==> config.mk <==
export PLATFORM = sky130hd
export DESIGN_NAME = lcd1602_bus_sched_flat
export DESIGN_NICKNAME = d
export VERILOG_FILES = /design/src/rtl/lcd1602_pkg.sv /design/src/rtl/lcd1602_bus_sched_if.sv /design/src/rtl/lcd1602_rr_arbiter.sv /design/src/rtl/lcd1602_bus_sched.sv /design/src/flat_wrapper.sv
export SDC_FILE = /design/constraint.sdc
export NUM_CORES = 1
export LEC_CHECK = 0
export BUFFER_PORTS_ARGS = -buffer_cell sky130_fd_sc_hd__buf_4
export CORE_MARGIN = 4
export CORE_UTILIZATION = 40
export DETAILED_ROUTE_END_ITERATION = 12
export SLEW_MARGIN = 20
export SYNTH_ARGS = -nofsm -noshare
export SYNTH_HDL_FRONTEND = slang
export SYNTH_SLANG_ARGS = --single-unit
export TNS_END_PERCENT = 50
==> constraint.sdc <==
create_clock -name clk_16ms -period 1.85 [get_ports clk_16ms]
set_input_delay 0.0925 -clock clk_16ms [delete_from_list [all_inputs] [get_ports clk_16ms]]
set_output_delay 0.0925 -clock clk_16ms [all_outputs]
set_load 0.005 [all_outputs]
==> src/rtl/lcd1602_pkg.sv <==
// Shared LCD1602 definitions: HD44780 command bytes, bus scheduler state encoding
// and the power-up init command table.
package lcd1602_pkg;

  localparam logic [7:0] CLEAR_DISPLAY             = 8'h01;
  localparam logic [7:0] SHIFT_CURSOR_RIGHT        = 8'h06;
  localparam logic [7:0] DISPON_CURSOROFF          = 8'h0C;
  localparam logic [7:0] LINES2_MATRIX5x8_MODE8bit = 8'h38;
  localparam logic [7:0] START_2LINE               = 8'hC0;

  localparam logic [2:0] INIT_LEN = 3'd5;

  typedef enum logic [2:0] {
    S_POWERUP = 3'd0,
    S_INIT    = 3'd1,
    S_IDLE    = 3'd2,
    S_OWNED   = 3'd3,
    S_GAP     = 3'd4
  } sched_state_e;

  // Function set is issued twice so an 8-bit bus is latched whatever mode the
  // controller woke up in.
  function automatic logic [7:0] init_cmd(input logic [2:0] idx);
    case (idx)
      3'd0:    init_cmd = LINES2_MATRIX5x8_MODE8bit;
      3'd1:    init_cmd = LINES2_MATRIX5x8_MODE8bit;
      3'd2:    init_cmd = DISPON_CURSOROFF;
      3'd3:    init_cmd = CLEAR_DISPLAY;
      3'd4:    init_cmd = SHIFT_CURSOR_RIGHT;
      default: init_cmd = 8'h00;
    endcase
  endfunction

endpackage

==> src/rtl/lcd1602_bus_sched_if.sv <==
// Client side of the LCD bus scheduler: per-client request, rs, data byte and
// the one-hot grant returned by the scheduler.
interface lcd1602_bus_sched_if #(
  parameter int NUM_REQ = 2
);
  logic [NUM_REQ-1:0]   req;
  logic [NUM_REQ-1:0]   req_rs;
  logic [8*NUM_REQ-1:0] req_data;
  logic [NUM_REQ-1:0]   grant;

  modport master (output req, output req_rs, output req_data, input grant);
  modport slave  (input req, input req_rs, input req_data, output grant);
endinterface

==> src/rtl/lcd1602_rr_arbiter.sv <==
// Combinational round-robin picker: first requester strictly after ptr wins,
// so the client at ptr has lowest priority.
module lcd1602_rr_arbiter #(
  parameter int NUM_REQ = 2,
  parameter int PTR_W   = $clog2(NUM_REQ)
) (
  input  logic [NUM_REQ-1:0] req,
  input  logic [PTR_W-1:0]   ptr,
  output logic [NUM_REQ-1:0] winner,
  output logic [PTR_W-1:0]   win_idx,
  output logic               valid
);

  logic [PTR_W-1:0] idx;

  always_comb begin
    winner  = '0;
    win_idx = '0;
    valid   = 1'b0;
    idx     = '0;
    for (int i = 1; i <= NUM_REQ; i++) begin
      idx = PTR_W'((int'(ptr) + i) % NUM_REQ);
      if (!valid && req[idx]) begin
        winner[idx] = 1'b1;
        win_idx     = idx;
        valid       = 1'b1;
      end
    end
  end

endmodule

==> src/rtl/lcd1602_bus_sched.sv <==
// LCD1602 bus owner: HD44780 power-up/init, then round-robin bus grants to
// painter clients with a hold watchdog.
//
// state   | meaning
// POWERUP | bus idle for POWERUP_TICKS after reset
// INIT    | one init command per tick, then init_done
// IDLE    | waiting for a request, arbitrates
// OWNED   | granted client drives rs/data directly
// GAP     | one dead tick between release and next grant
module lcd1602_bus_sched
  import lcd1602_pkg::*;
#(
  parameter int NUM_REQ       = 2,
  parameter int POWERUP_TICKS = 3,
  parameter int MAX_HOLD      = 255
) (
  input  logic                clk_16ms,
  input  logic                reset,
  lcd1602_bus_sched_if.slave  bus,
  output logic                init_done,
  output logic                timeout_err,
  output logic                rs,
  output logic                rw,
  output logic [7:0]          data
);

  localparam int PTR_W  = $clog2(NUM_REQ);
  localparam int HOLD_W = $clog2(MAX_HOLD + 1);
  localparam int PU_W   = $clog2(POWERUP_TICKS + 1);

  sched_state_e       state;
  logic [NUM_REQ-1:0] grant_q;
  logic [NUM_REQ-1:0] blocked;
  logic [7:0]         data_q;
  logic [PU_W-1:0]    pu_cnt;
  logic [2:0]         init_idx;
  logic [HOLD_W-1:0]  hold_cnt;
  logic [PTR_W-1:0]   ptr;
  logic [PTR_W-1:0]   owner;

  logic [NUM_REQ-1:0] win_onehot;
  logic [PTR_W-1:0]   win_idx;
  logic               win_valid;
  logic               owned;

  // A client revoked by the watchdog stays out of arbitration until it drops req.
  lcd1602_rr_arbiter #(
    .NUM_REQ (NUM_REQ),
    .PTR_W   (PTR_W)
  ) u_arb (
    .req     (bus.req & ~blocked),
    .ptr     (ptr),
    .winner  (win_onehot),
    .win_idx (win_idx),
    .valid   (win_valid)
  );

  always_ff @(posedge clk_16ms) begin
    if (!reset) begin
      state       <= S_POWERUP;
      grant_q     <= '0;
      blocked     <= '0;
      init_done   <= 1'b0;
      timeout_err <= 1'b0;
      data_q      <= 8'h00;
      pu_cnt      <= '0;
      init_idx    <= '0;
      hold_cnt    <= '0;
      ptr         <= PTR_W'(NUM_REQ - 1);
      owner       <= '0;
    end else begin
      timeout_err <= 1'b0;
      blocked     <= blocked & bus.req;
      case (state)
        S_POWERUP: begin
          data_q <= 8'h00;
          if (pu_cnt == PU_W'(POWERUP_TICKS - 1)) state <= S_INIT;
          else pu_cnt <= pu_cnt + 1'b1;
        end
        S_INIT: begin
          if (init_idx == INIT_LEN) begin
            state     <= S_IDLE;
            init_done <= 1'b1;
            data_q    <= 8'h00;
          end else begin
            data_q   <= init_cmd(init_idx);
            init_idx <= init_idx + 3'd1;
          end
        end
        S_IDLE: begin
          data_q <= 8'h00;
          if (win_valid) begin
            grant_q  <= win_onehot;
            owner    <= win_idx;
            ptr      <= win_idx;
            hold_cnt <= '0;
            state    <= S_OWNED;
          end
        end
        S_OWNED: begin
          if (!bus.req[owner]) begin
            grant_q <= '0;
            state   <= S_GAP;
          end else if (hold_cnt == HOLD_W'(MAX_HOLD - 1)) begin
            grant_q        <= '0;
            timeout_err    <= 1'b1;
            blocked[owner] <= 1'b1;
            state          <= S_GAP;
          end else if (hold_cnt != HOLD_W'(MAX_HOLD)) begin
            hold_cnt <= hold_cnt + 1'b1;
          end
        end
        S_GAP: begin
          data_q <= 8'h00;
          state  <= S_IDLE;
        end
        default: state <= S_POWERUP;
      endcase
    end
  end

  assign owned     = |grant_q;
  assign bus.grant = grant_q;
  assign rw        = 1'b0;
  assign rs        = owned ? bus.req_rs[owner] : 1'b0;
  assign data      = owned ? bus.req_data[{owner, 3'b000} +: 8] : data_q;

endmodule

==> src/flat_wrapper.sv <==
// flat-port wrapper written by rule: the top's interface ports become plain ports
module lcd1602_bus_sched_flat import lcd1602_pkg::*;
#(
  parameter int NUM_REQ       = 2,
  parameter int POWERUP_TICKS = 3,
  parameter int MAX_HOLD      = 255
)
  (clk_16ms, reset, init_done, timeout_err, rs, rw, data, bus_req, bus_req_rs, bus_req_data, bus_grant);
  lcd1602_bus_sched_if #(.NUM_REQ(NUM_REQ)) bus_i ();
  input  logic clk_16ms;
  input  logic reset;
  output logic init_done;
  output logic timeout_err;
  output logic rs;
  output logic rw;
  output logic [7:0] data;
  input wire logic [$bits(bus_i.req)-1:0] bus_req;
  input wire logic [$bits(bus_i.req_rs)-1:0] bus_req_rs;
  input wire logic [$bits(bus_i.req_data)-1:0] bus_req_data;
  output wire logic [$bits(bus_i.grant)-1:0] bus_grant;
  assign bus_i.req = bus_req;
  assign bus_i.req_rs = bus_req_rs;
  assign bus_i.req_data = bus_req_data;
  assign bus_grant = bus_i.grant;
  lcd1602_bus_sched #(.NUM_REQ(NUM_REQ), .POWERUP_TICKS(POWERUP_TICKS), .MAX_HOLD(MAX_HOLD)) u_core (.clk_16ms(clk_16ms), .reset(reset), .bus(bus_i), .init_done(init_done), .timeout_err(timeout_err), .rs(rs), .rw(rw), .data(data));
endmodule
Yosys cells after proc, flatten, opt, wreduce, memory -nomap -nowiden. Cells that the tools add are included.

Add/subtract/negate cells: 5. $lt $le $gt $ge: 6. Eq/ne operators: 19. Shift-type cells: 1. Multiplexer cells: 44. Bitwise gates (word level): 7. Reductions and logical operators: 20.

Operator list (count): $mux 8 (6); $pmux 8 s2 (2); $pmux 6 s4 (1); $mux 1 (17); $mux 2 (8); $shiftx 16x5->8 (1); $mux 3 (5); $pmux 3 s5 (1); $eq 3x2->1 const B (4); $eq 3x3->1 const B (3); $add 8x1->8 const B (1); $eq 8x8->1 const B (1); $ne 2x1->1 const B (4); $ne 8x8->1 const B (1); $reduce_and 2->1 (4); $eq 3x1->1 const B (2); $logic_not 3->1 (2); $lt 1x2->1 const B (3); $reduce_and 3->1 (2); $reduce_and 5->1 (1); $and 2x2->2 (2); $logic_and 1x1->1 (4); $ne 2x2->1 const B (2); $or 2x2->2 (2); 15 further kinds (23).

Register bits after elaboration: 32. Input port bits: 22. Output and inout bits: 14. Word-level logic and storage cells: 113.

Longest topological paths before layout. Gate-level depths: netlist of the first run.

Depth after elaboration: 10. Depth in mapped cells: 6. Gate-level depth less buffers: 6.

Modules after synthesis. Synthesis of the first run repeated with hierarchy kept, for this count alone.

Cells, all modules: 199. Area, all modules: 1727.9 um2.

By module, submodules not included: lcd1602_bus_sched (times used 1, cells an instance 194, area an instance 1695.4 um2); lcd1602_rr_arbiter (times used 1, cells an instance 5, area an instance 32.5 um2).

Worst setup path before layout of the first run. Ideal clock, no wire load.

Path kind: reg2reg. From: register u_core.hold_cnt[0]. To: register u_core.hold_cnt[6]. Arrival: 1.704 ns. Setup slack: 0.072 ns. Cell stages (with the launch flop): 7. Path buffers: 0. Cells stage by stage: dfxtp_1 > inv_1 > ha_1 > and2_1 > a211o_1 > or4_1 > a31oi_1.

Word-level cells in the longest chain between the ends: 5. Elaborated cells between the ends (all ways): 10. Classes of those cells: 1 x add/sub; 4 x eq/ne; 4 x mux; 1 x reduce/logical.

Ends and longest elaborated chain: start: declaration (line lcd1602_bus_sched.sv:37) `logic [HOLD_W-1:0] hold_cnt;`; start signal: assignment (line lcd1602_bus_sched.sv:110) `hold_cnt <= hold_cnt + 1'b1;`; $add 8x1->8 (line lcd1602_bus_sched.sv:110); $mux 8 (line lcd1602_bus_sched.sv:109) `end else if (hold_cnt != HOLD_W'(MAX_HOLD)) begin`; $mux 8 (line lcd1602_bus_sched.sv:104) `end else if (hold_cnt == HOLD_W'(MAX_HOLD - 1)) begin`; $mux 8 (line lcd1602_bus_sched.sv:101) `if (!bus.req[owner]) begin`; $pmux 8 s2 (line lcd1602_bus_sched.sv:74) `case (state)`.

Parallel ways exist; a longest one is shown, timed or not. The select of a mux whose other input is x is not followed. A chain may end at the register's enable or synchronous reset.

Worst setup path after layout of the first run. Same ends and word-level chain as after synthesis.

==> results of run 1 <==
flip-flops by register name (all words and copies together) (netlist names):
signal / flops
u_core.blocked: 2
u_core.bus.grant: 2
u_core.data_q: 5
u_core.hold_cnt: 8
u_core.init_done: 1
u_core.init_idx: 3
u_core.owner: 1
u_core.ptr: 1
u_core.pu_cnt: 2
u_core.state: 3
u_core.timeout_err: 1
cell families (layout without fill, tap and decap cells):
logic type | count (synthesis) | after routing | synth area share [%]
and+or+nand+nor | 77 | 77 | 22.8
buffers and inverters | 21 | 65 | 6.01
xor gates and xnor gates | 2 | 2 | 1.05
AOI/OAI and AO/OA | 54 | 54 | 21.6
muxes | 11 | 11 | 6.61
adders and majority gates | 9 | 9 | 6.76
other | 1 | 1 | 0.225
DFF | 29 | 29 | 34.9
cells in the mapped netlist (2+ instances only):
cell type / number
buf_2: 2
mux2i_1: 11
and2_1: 4
o22a_1: 2
nor2b_1: 2
nor2_1: 21
a32oi_1: 2
o211ai_1: 3
inv_1: 9
or2_2: 3
buf_6: 2
a31oi_1: 4
nand4_1: 3
nand3_1: 4
o21ai_0: 14
a211o_1: 2
ha_1: 9
clkbuf_1: 7
a21oi_1: 8
nand2_1: 25
dfxtp_1: 29
or4_1: 2
nor3_1: 3
a22oi_1: 3
o22ai_1: 4
xnor2_1: 2
per-stage QoR:
step / setup TNS, ns / area [µm²] / cells
2_1_floorplan: 0 / 1670 / 204
3_3_place_gp: 0 / 2020 / 290
3_5_place_dp: 0 / 2020 / 290
4_1_cts: 0 / 2120 / 298
5_1_grt: -0.0122 / 2130 / 298
6_report: 0 / 2130 / 298
worst max path at each step:
stage,startpoint,end,depth (start not counted)
after floorplan,u_core.hold_cnt[0],u_core.hold_cnt[6],6
after global routing,u_core.hold_cnt[0],u_core.hold_cnt[5],6
after global placement,u_core.hold_cnt[0],u_core.hold_cnt[6],6
after CTS,u_core.hold_cnt[0],u_core.hold_cnt[6],6
after detailed placement,u_core.hold_cnt[0],u_core.hold_cnt[6],6
final,u_core.hold_cnt[0],u_core.hold_cnt[6],6
layer usage:
layer | global-route usage, % | vias to the layer above
met2 | 21.8 | 33
li1 | - | 814
met4 | 4.51 | 0
met1 | 21.1 | 690
met3 | 3.60 | 3
met5 | 0 | -
critical path, cell delays in order, from the launching register on:
cell and delay, ns:
dfxtp_1 0.32, inv_1 0.04, ha_1 0.20, and2_4 0.17
a211o_1 0.27, or4_1 0.47, a31oi_1 0.16
power by group through the flow:
stage / logic [mW] / registers, mW / clock network [mW]
finish: 0.720 / 0.788 / 0.572
global route: 0.813 / 0.804 / 0.613
CTS: 0.728 / 0.787 / 0.592
detailed placement: 0.722 / 0.800 / 0
global placement: 0.718 / 0.800 / 0
floorplan: 0.486 / 0.756 / 0
cell type report:
class | instances | area (µm²) | share of cell area [%]
inverters | 9 | 33.8 | 1.59
flip-flops and latches | 29 | 581 | 27.3
well taps | 50 | 62.6 | 2.94
repair buffers | 48 | 360 | 16.9
clock inverters | 1 | 5.00 | 0.235
clock buffers | 7 | 96.3 | 4.53
multi-input cells | 154 | 988 | 46.5
what timing repair did:
action	4_1_cts	5_1_grt
gates resized for setup	0	2
setup endpoints to repair	0	2
buffers inserted	0	0
==> results.toml, run 1 <==
[power]
pwr-share-comb_pct = 34.6
power.density_nw_per_um2 = 978
switching_share_pct = 32.7
clockPowerShare_pct = 27.5
power_leakage_nw = 0.852
power.switching_uw = 679
internal-power_mw = 1.40
total_power_mw = 2.08
sequentialPowerShare_pct = 37.9
peakVddDrop_mv = 0.472

[logic_synthesis]
synth_ff_type = "dfxtp_1"
syn-num-nets = 235
seq_area_frac_synth_pct = 34.9
synth_top_cell_by_area = "dfxtp_1"
yosys-top-cells-area = "dfxtp_1 35%, ha_1 6.8%, mux2i_1 6.6%"
syn_area_per_cell_um2 = 8.16
synth_cells = 204
mappedNetlistArea_um2 = 1670
yosysUniqueCellTypes = 50
async_flop_share_pct = 0
synth_edf_count = 0
synth_top_area_share_pct = 34.9
ys_warn_count = 0
ys_ff_latch = 29

[clocking]
cts_buffer_depth = 2
cts_hold_buf = 0
path_clk_slew_ns = 0.07
tritoncts = "built"
cts.sinks = 29
numCtsBuffers = 5
clockRootBuffer = "clkbuf_8"
cts_max_level = 2
clkLatencyLatePin_ns = 0.28

[route]
dr.pass1.iters = 4
vias = 1540
wirelength_um = 3820
wl_met1_um = 1920
drc = 0
ant_nets = 0
drt_iter0_markers = 92
wl_met3_um = 174
route.detailed.wl_per_inst_um = 12.8
dr.max_layer_used = "met4"
vias_per_cell = 5.17
wl_met2_um = 1710

[setup_path]
cp-end-kind = "register"
worst-path-max-fanout = 3
regToRegSetupSlack_ns = 0.15
required_ns = 2.06
reg2reg_from = "u_core.hold_cnt[0]"
critical_path_class = "register to register"
timing.rr.end = "u_core.hold_cnt[6]"
crit_arrival_ns = 1.92
worstRegToRegCells = 6
start_kind = "register"

[status]
outcome = "complete, no violations"

[floorplanning]
core-area_um2 = 4000
io_pins = 36
die_x_um = 72.5
start_util_pct = 41.6
die_area_um2 = 5260
rows = 23
dieHeight_um = 72.5

[global_route]
antenna_found_initial = 0
grt_max_degree = 16
grt_pass1_vias = 1349
overflow = 0
grt_pass1_wl_um = 6290
track_usage_pct = 14.8

[placed_design]
dpl.hpwl_um = 2890
place.gp.congestion = 0.837
io_buffers = 34
post-place-ws_ns = 0.0848

[sta]
hold_viol_final = 0
tightest_slew_ns = 0.555
hold_ws_ns = 0.0301
final_max_slew_viol_count = 0
timing.final.crit_share_pct = 92.1
fin_worst_skew_ns = 0.00711
fmax_mhz = 587
worst_slack_ns = 0.146
fin_crit_ns = 1.70
setup_viol = 0
slew-limit-headroom_pct = 61.9

[finish]
n_fill_cell = 389
final_nets = 278
layout_commonest_cell = "buf_4"
drive_gt1_share_pct = 25.8
final_cell_mix = "48 x buf_4, 29 x dfxtp_1, 25 x nand2_1"
diodes = 0
fin_util_pct = 53.2
synthToLayoutAreaGrowth_pct = 27.7

[flow_run]
maxCapViolations = 0

[worst_hold_path]
hold_class = "primary input to register"
hold_depth = 2
hold_start = "bus_req[0]"
holdPathEnd = "u_core.blocked[0]"
No activity file was read; power rests on OpenSTA's default activity.
==> run 2: changes to the inputs <==
==> constraint.sdc (replaced) <==
create_clock -name clk_16ms -period 1.52 [get_ports clk_16ms]
set_input_delay 0.076 -clock clk_16ms [delete_from_list [all_inputs] [get_ports clk_16ms]]
set_output_delay 0.076 -clock clk_16ms [all_outputs]
set_load 0.005 [all_outputs]
==> run 2 against run 1 <==
Effect of this change:
- die area stayed put
- clock power is 20% higher
- critical endpoint unchanged
- flip-flop and latch count stayed put
- largest power group is now combinational cells
- combinational power is 43% higher
- critical path type unchanged
- count of clock-buffer cells in the layout stayed put
- register-to-register slack worse by 0.22 ns
- first-iteration DRC count is 30% lower
- the run now ends with negative setup slack left
- critical path depth stayed put
- clock skew is 0.0042 ns lower
- fmax is 7.0% higher
- wire length is 10% higher
==> results.toml, run 2 (synthesized netlist as in run 1, its figures left out) <==
[floorplanning]
start_util_pct = 41.6
core-area_um2 = 4000
dieHeight_um = 72.5
die_area_um2 = 5260
die_x_um = 72.5
rows = 23
io_pins = 36

[sta]
final_max_slew_viol_count = 0
fin_crit_ns = 1.59
grt_setup_unrepaired = "yes"
hold_viol_final = 0
worst_slack_ns = -0.0732
setup_viol = 1
fin_worst_skew_ns = 0.00290
timing.final.crit_share_pct = 105
fmax_mhz = 628

[global_route]
antenna_found_initial = 0
grt_pass1_wl_um = 7000
grt_max_degree = 16
track_usage_pct = 16.5
overflow = 0
grt_pass1_vias = 1550

[clocking]
cts_buffer_depth = 2
clkLatencyLatePin_ns = 0.27
cts.sinks = 29
numCtsBuffers = 5
clockRootBuffer = "clkbuf_8"
cts_hold_buf = 0
path_clk_slew_ns = 0.06
tritoncts = "built"
cts_max_level = 2

[finish]
drive_gt1_share_pct = 39.1
regMostFlops = "u_core.hold_cnt"
synthToLayoutAreaGrowth_pct = 44.5
stdcell_count = 321
layout_commonest_cell = "buf_4"
reg.largest.list = "u_core.hold_cnt x8, u_core.data_q x5"
diodes = 0
final_cell_mix = "69 x buf_4, 25 x nand2_1, 22 x dfxtp_1"
final_area_um2 = 2410
largest_reg_flops = 8
fin_util_pct = 60.2
final_nets = 301
n_fill_cell = 361

[route]
route.detailed.wl_per_inst_um = 13.1
vias_per_cell = 5.19
vias = 1667
wirelength_um = 4210
dr.pass1.iters = 4
drc = 0
ant_nets = 0
drt_iter0_markers = 64

[placed_design]
dpl.hpwl_um = 3100
placed_area_um2 = 2170
place.gp.congestion = 0.818
io_buffers = 34
dp.cells = 309
post-place-ws_ns = -0.183

[setup_path]
cpMaxStageDelayCell = "or4_1"
crit_cells = 6
cp-end-kind = "register"
required_ns = 1.72
slowest_delay_ns = 0.40
crit_chain = "inv_2, ha_4, and2_4, a211o_1, or4_1, a31oi_1"
crit_arrival_ns = 1.79
cpLargestDelayFamily = "simple AND/OR/NAND/NOR gates"
critPathLaunch = "u_core.hold_cnt[0]"
path_buf_inv = 1
worst-path-max-fanout = 3
worstRegToRegCells = 6
critical_path_class = "register to register"
crit_path_end = "u_core.hold_cnt[6]"
reg2reg_from = "u_core.hold_cnt[0]"
start_kind = "register"
timing.rr.end = "u_core.hold_cnt[6]"
regToRegSetupSlack_ns = -0.07

[power]
power_leakage_nw = 0.979
total_power_mw = 2.68
peakVddDrop_mv = 0.710
power.density_nw_per_um2 = 1110

[worst_hold_path]
hold_class = "primary input to register"

[flow_run]
maxCapViolations = 0

[status]
violations = "negative setup slack"
outcome = "finished with violations"
## run 2: where the power goes
group | switching, mW | total [mW] | internal, mW
Combinational | 0.482 | 1.03 | 0.546
Clock | 0.279 | 0.688 | 0.409
Sequential | 0.100 | 0.963 | 0.863
Total | 0.861 | 2.68 | 1.82
## run 2: layer usage
| layer | share of wire, % | track usage (%) | wire length [µm] | vias up |
|---|---|---|---|---|
| met5 | 0 | 0 | 0 | - |
| met1 | 49 | 22.9 | 2050 | 761 |
| li1 | - | - | - | 864 |
| met3 | 4.7 | 3.60 | 198 | 2 |
| met2 | 46 | 26.6 | 1930 | 40 |
| met4 | 0.57 | 3.28 | 24 | 0 |
## run 2: area by class of cell
cell class	count	area [µm²]	share of cell area, %
Multi-Input combinational cell	154	1080	44.7
Inverter	9	33.8	1.40
Timing Repair Buffer	71	541	22.5
Tap cell	50	62.6	2.60
Sequential cell	29	592	24.6
Clock inverter	1	5.00	0.208
Clock buffer	7	96.3	4.00
## run 2: timing repair
item / 4_1_cts / 5_1_grt
buffers inserted: 1 / 3
gates cloned: 0 / 0
endpoints found under the setup margin: 12 / 22
resized for setup: 13 / 17
pin swaps: 1 / 4
## run 2: worst min-delay path by stage
stage	slack, ns	endpoint	depth (start not counted)	start
after floorplan	0.20	u_core.blocked[0]	1	bus_req[0]
after global placement	0.30	u_core.blocked[0]	2	bus_req[0]
after detailed placement	0.31	u_core.blocked[0]	2	bus_req[0]
after CTS	0.03	u_core.blocked[0]	2	bus_req[0]
after global routing	0.06	u_core.blocked[0]	2	bus_req[0]
final	0.05	u_core.blocked[0]	2	bus_req[0]
## run 2: per-stage QoR
| stage | setup TNS [ns] | hold WS, ns |
|---|---|---|
| finish | -0.0732 | 0.0476 |
| global route | -0.118 | 0.0570 |
| CTS | -0.0830 | 0.0315 |
| detailed placement | -0.742 | 0.310 |
| global placement | -0.588 | 0.299 |
| floorplan | -0.241 | 0.198 |
==> run 3: changes to the inputs <==
==> constraint.sdc (replaced) <==
create_clock -name clk_16ms -period 1.8 [get_ports clk_16ms]
set_input_delay 0.09 -clock clk_16ms [delete_from_list [all_inputs] [get_ports clk_16ms]]
set_output_delay 0.09 -clock clk_16ms [all_outputs]
set_load 0.005 [all_outputs]
==> run 3 against run 2 <==
Effect of this change:
- the run now ends clean
- combinational power fell by 25%
- global-route usage fell by 0.85 points
- highest routed layer unchanged
- critical endpoint unchanged
- wire length fell by 6.8%
- clock skew barely moved
- utilization fell by 6.8 points
- non-clock buffer count fell by 20
- clock power fell by 26%
==> results.toml, run 3 (synthesized netlist as in run 1, its figures left out) <==
[clocking]
tritoncts = "built"
path_clk_slew_ns = 0.06
post_cts_buffers = 0
numCtsBuffers = 5
clockRootBuffer = "clkbuf_8"
clkLatencyLatePin_ns = 0.28
cts_buffer_depth = 2
cts_max_level = 2
cts.sinks = 29
cts_hold_buf = 0

[global_route]
grt_max_degree = 16
grt_pass1_wl_um = 6600
grt_pass1_vias = 1438
overflow = 0
track_usage_pct = 15.7
antenna_found_initial = 0

[finish]
final_cell_mix = "51 x buf_4, 29 x dfxtp_1, 25 x nand2_1"
final_nets = 281
final_area_um2 = 2140
synthToLayoutAreaGrowth_pct = 28.2
multiInputGateArea_um2 = 993
fin_util_pct = 53.4
ff_latch_area_um2 = 581
reg.largest.list = "u_core.hold_cnt x8, u_core.data_q x5"
layout_commonest_cell = "buf_4"
largest_reg_flops = 8
regMostFlops = "u_core.hold_cnt"
drive_gt1_share_pct = 26.7
n_fill_cell = 405
diodes = 0

[floorplanning]
die_x_um = 72.5
io_pins = 36
die_area_um2 = 5260
start_util_pct = 41.6
dieHeight_um = 72.5
core-area_um2 = 4000
rows = 23

[placed_design]
place.gp.congestion = 0.874
dpl.hpwl_um = 2940
io_buffers = 34
placed_area_um2 = 2040

[sta]
fin_worst_skew_ns = 0.00245
tightest_slew_ns = 0.643
fin_crit_ns = 1.72
hold_viol_final = 0
grt_setup_unrepaired = "no"
fmax_mhz = 582
setup_viol = 0
slew-limit-headroom_pct = 55.9
final_max_slew_viol_count = 0
timing.final.crit_share_pct = 95.5

[route]
vias_per_cell = 5.24
ant_nets = 0
drt_iter0_markers = 46
vias = 1577
wirelength_um = 3920
dr.pass1.iters = 4
route.detailed.wl_per_inst_um = 13.0
drc = 0

[setup_path]
start_kind = "register"
critical_path_class = "register to register"
cpMaxStageDelayCell = "or4_1"
crit_arrival_ns = 1.93
critPathLaunch = "u_core.hold_cnt[0]"
crit_chain = "inv_1, ha_1, and2_4, a211o_1, or4_1, a31oi_1"
cp-end-kind = "register"
crit_cells = 6
worst-path-max-fanout = 3
slowest_delay_ns = 0.47
reg2reg_from = "u_core.hold_cnt[0]"
cpLargestDelayFamily = "simple AND/OR/NAND/NOR gates"
path_buf_inv = 1
worstRegToRegCells = 6
required_ns = 2.01

[power]
power.density_nw_per_um2 = 974
peakVddDrop_mv = 0.457
power_leakage_nw = 0.857
total_power_mw = 2.08

[status]
outcome = "complete, no violations"

[flow_run]
maxCapViolations = 0

[worst_hold_path]
hold_class = "primary input to register"
hold_depth = 2
hold_start = "bus_req[0]"
==> run 3: changes by cell type in the layout (fill, tap and decap cells not counted), moves of 3 or more <==
cell,previous run,this run
dfxtp_1,22,29
buf_4,69,51
o21ai_1,3,0
o21ai_0,10,14
dfxtp_2,6,0
==> run 3: final timing paths <==
check / endpoint / slack (ns)
setup reg to reg: u_core.hold_cnt[6] / 0.08
hold / removal: u_core.blocked[0] / 0.03
setup / recovery: u_core.hold_cnt[6] / 0.08
hold reg to reg: u_core.data_q[1] / 0.46
==> run 3: area by class of cell <==
type                            instances  share of cell area (%)
Multi-Input combinational cell        154                    46.5
Clock buffer                            6                    3.40
Timing Repair Buffer                   51                    17.9
Clock inverter                          2                   0.469
Inverter                                9                    1.58
Sequential cell                        29                    27.2
Tap cell                               50                    2.93
==> run 3: repair_timing <==
item                       in CTS  in global routing
pin swaps                       0                  1
gates resized for setup         1                  2
setup endpoints to repair       1                  3
==> run 3: through the flow <==
stage	instances	setup slack (ns)	hold slack, ns	TNS, ns
after floorplan	204	0.0221	0.212	0
after global placement	293	0.0635	0.318	0
after detailed placement	293	-0.00111	0.321	-0.00111
after CTS	301	0.0342	0.0265	0
after global routing	301	0.000113	0.0338	0
final	301	0.0807	0.0336	0
==> run 3: power breakdown <==
group	total, mW	internal (mW)	switching (mW)
clock network	0.511	0.267	0.244
logic	0.769	0.388	0.381
registers	0.800	0.723	0.0778
total	2.08	1.38	0.703
==> run 3: routing by layer <==
metal | part of all wire (%) | wire [µm] | GRT usage [%] | up-vias
li1 | - | - | - | 819
met1 | 48 | 1890 | 21.8 | 719
met2 | 45 | 1760 | 23.6 | 32
met3 | 5.2 | 203 | 2.91 | 7
met4 | 1.7 | 68 | 6.76 | 0
met5 | 0 | 0 | 0 | -
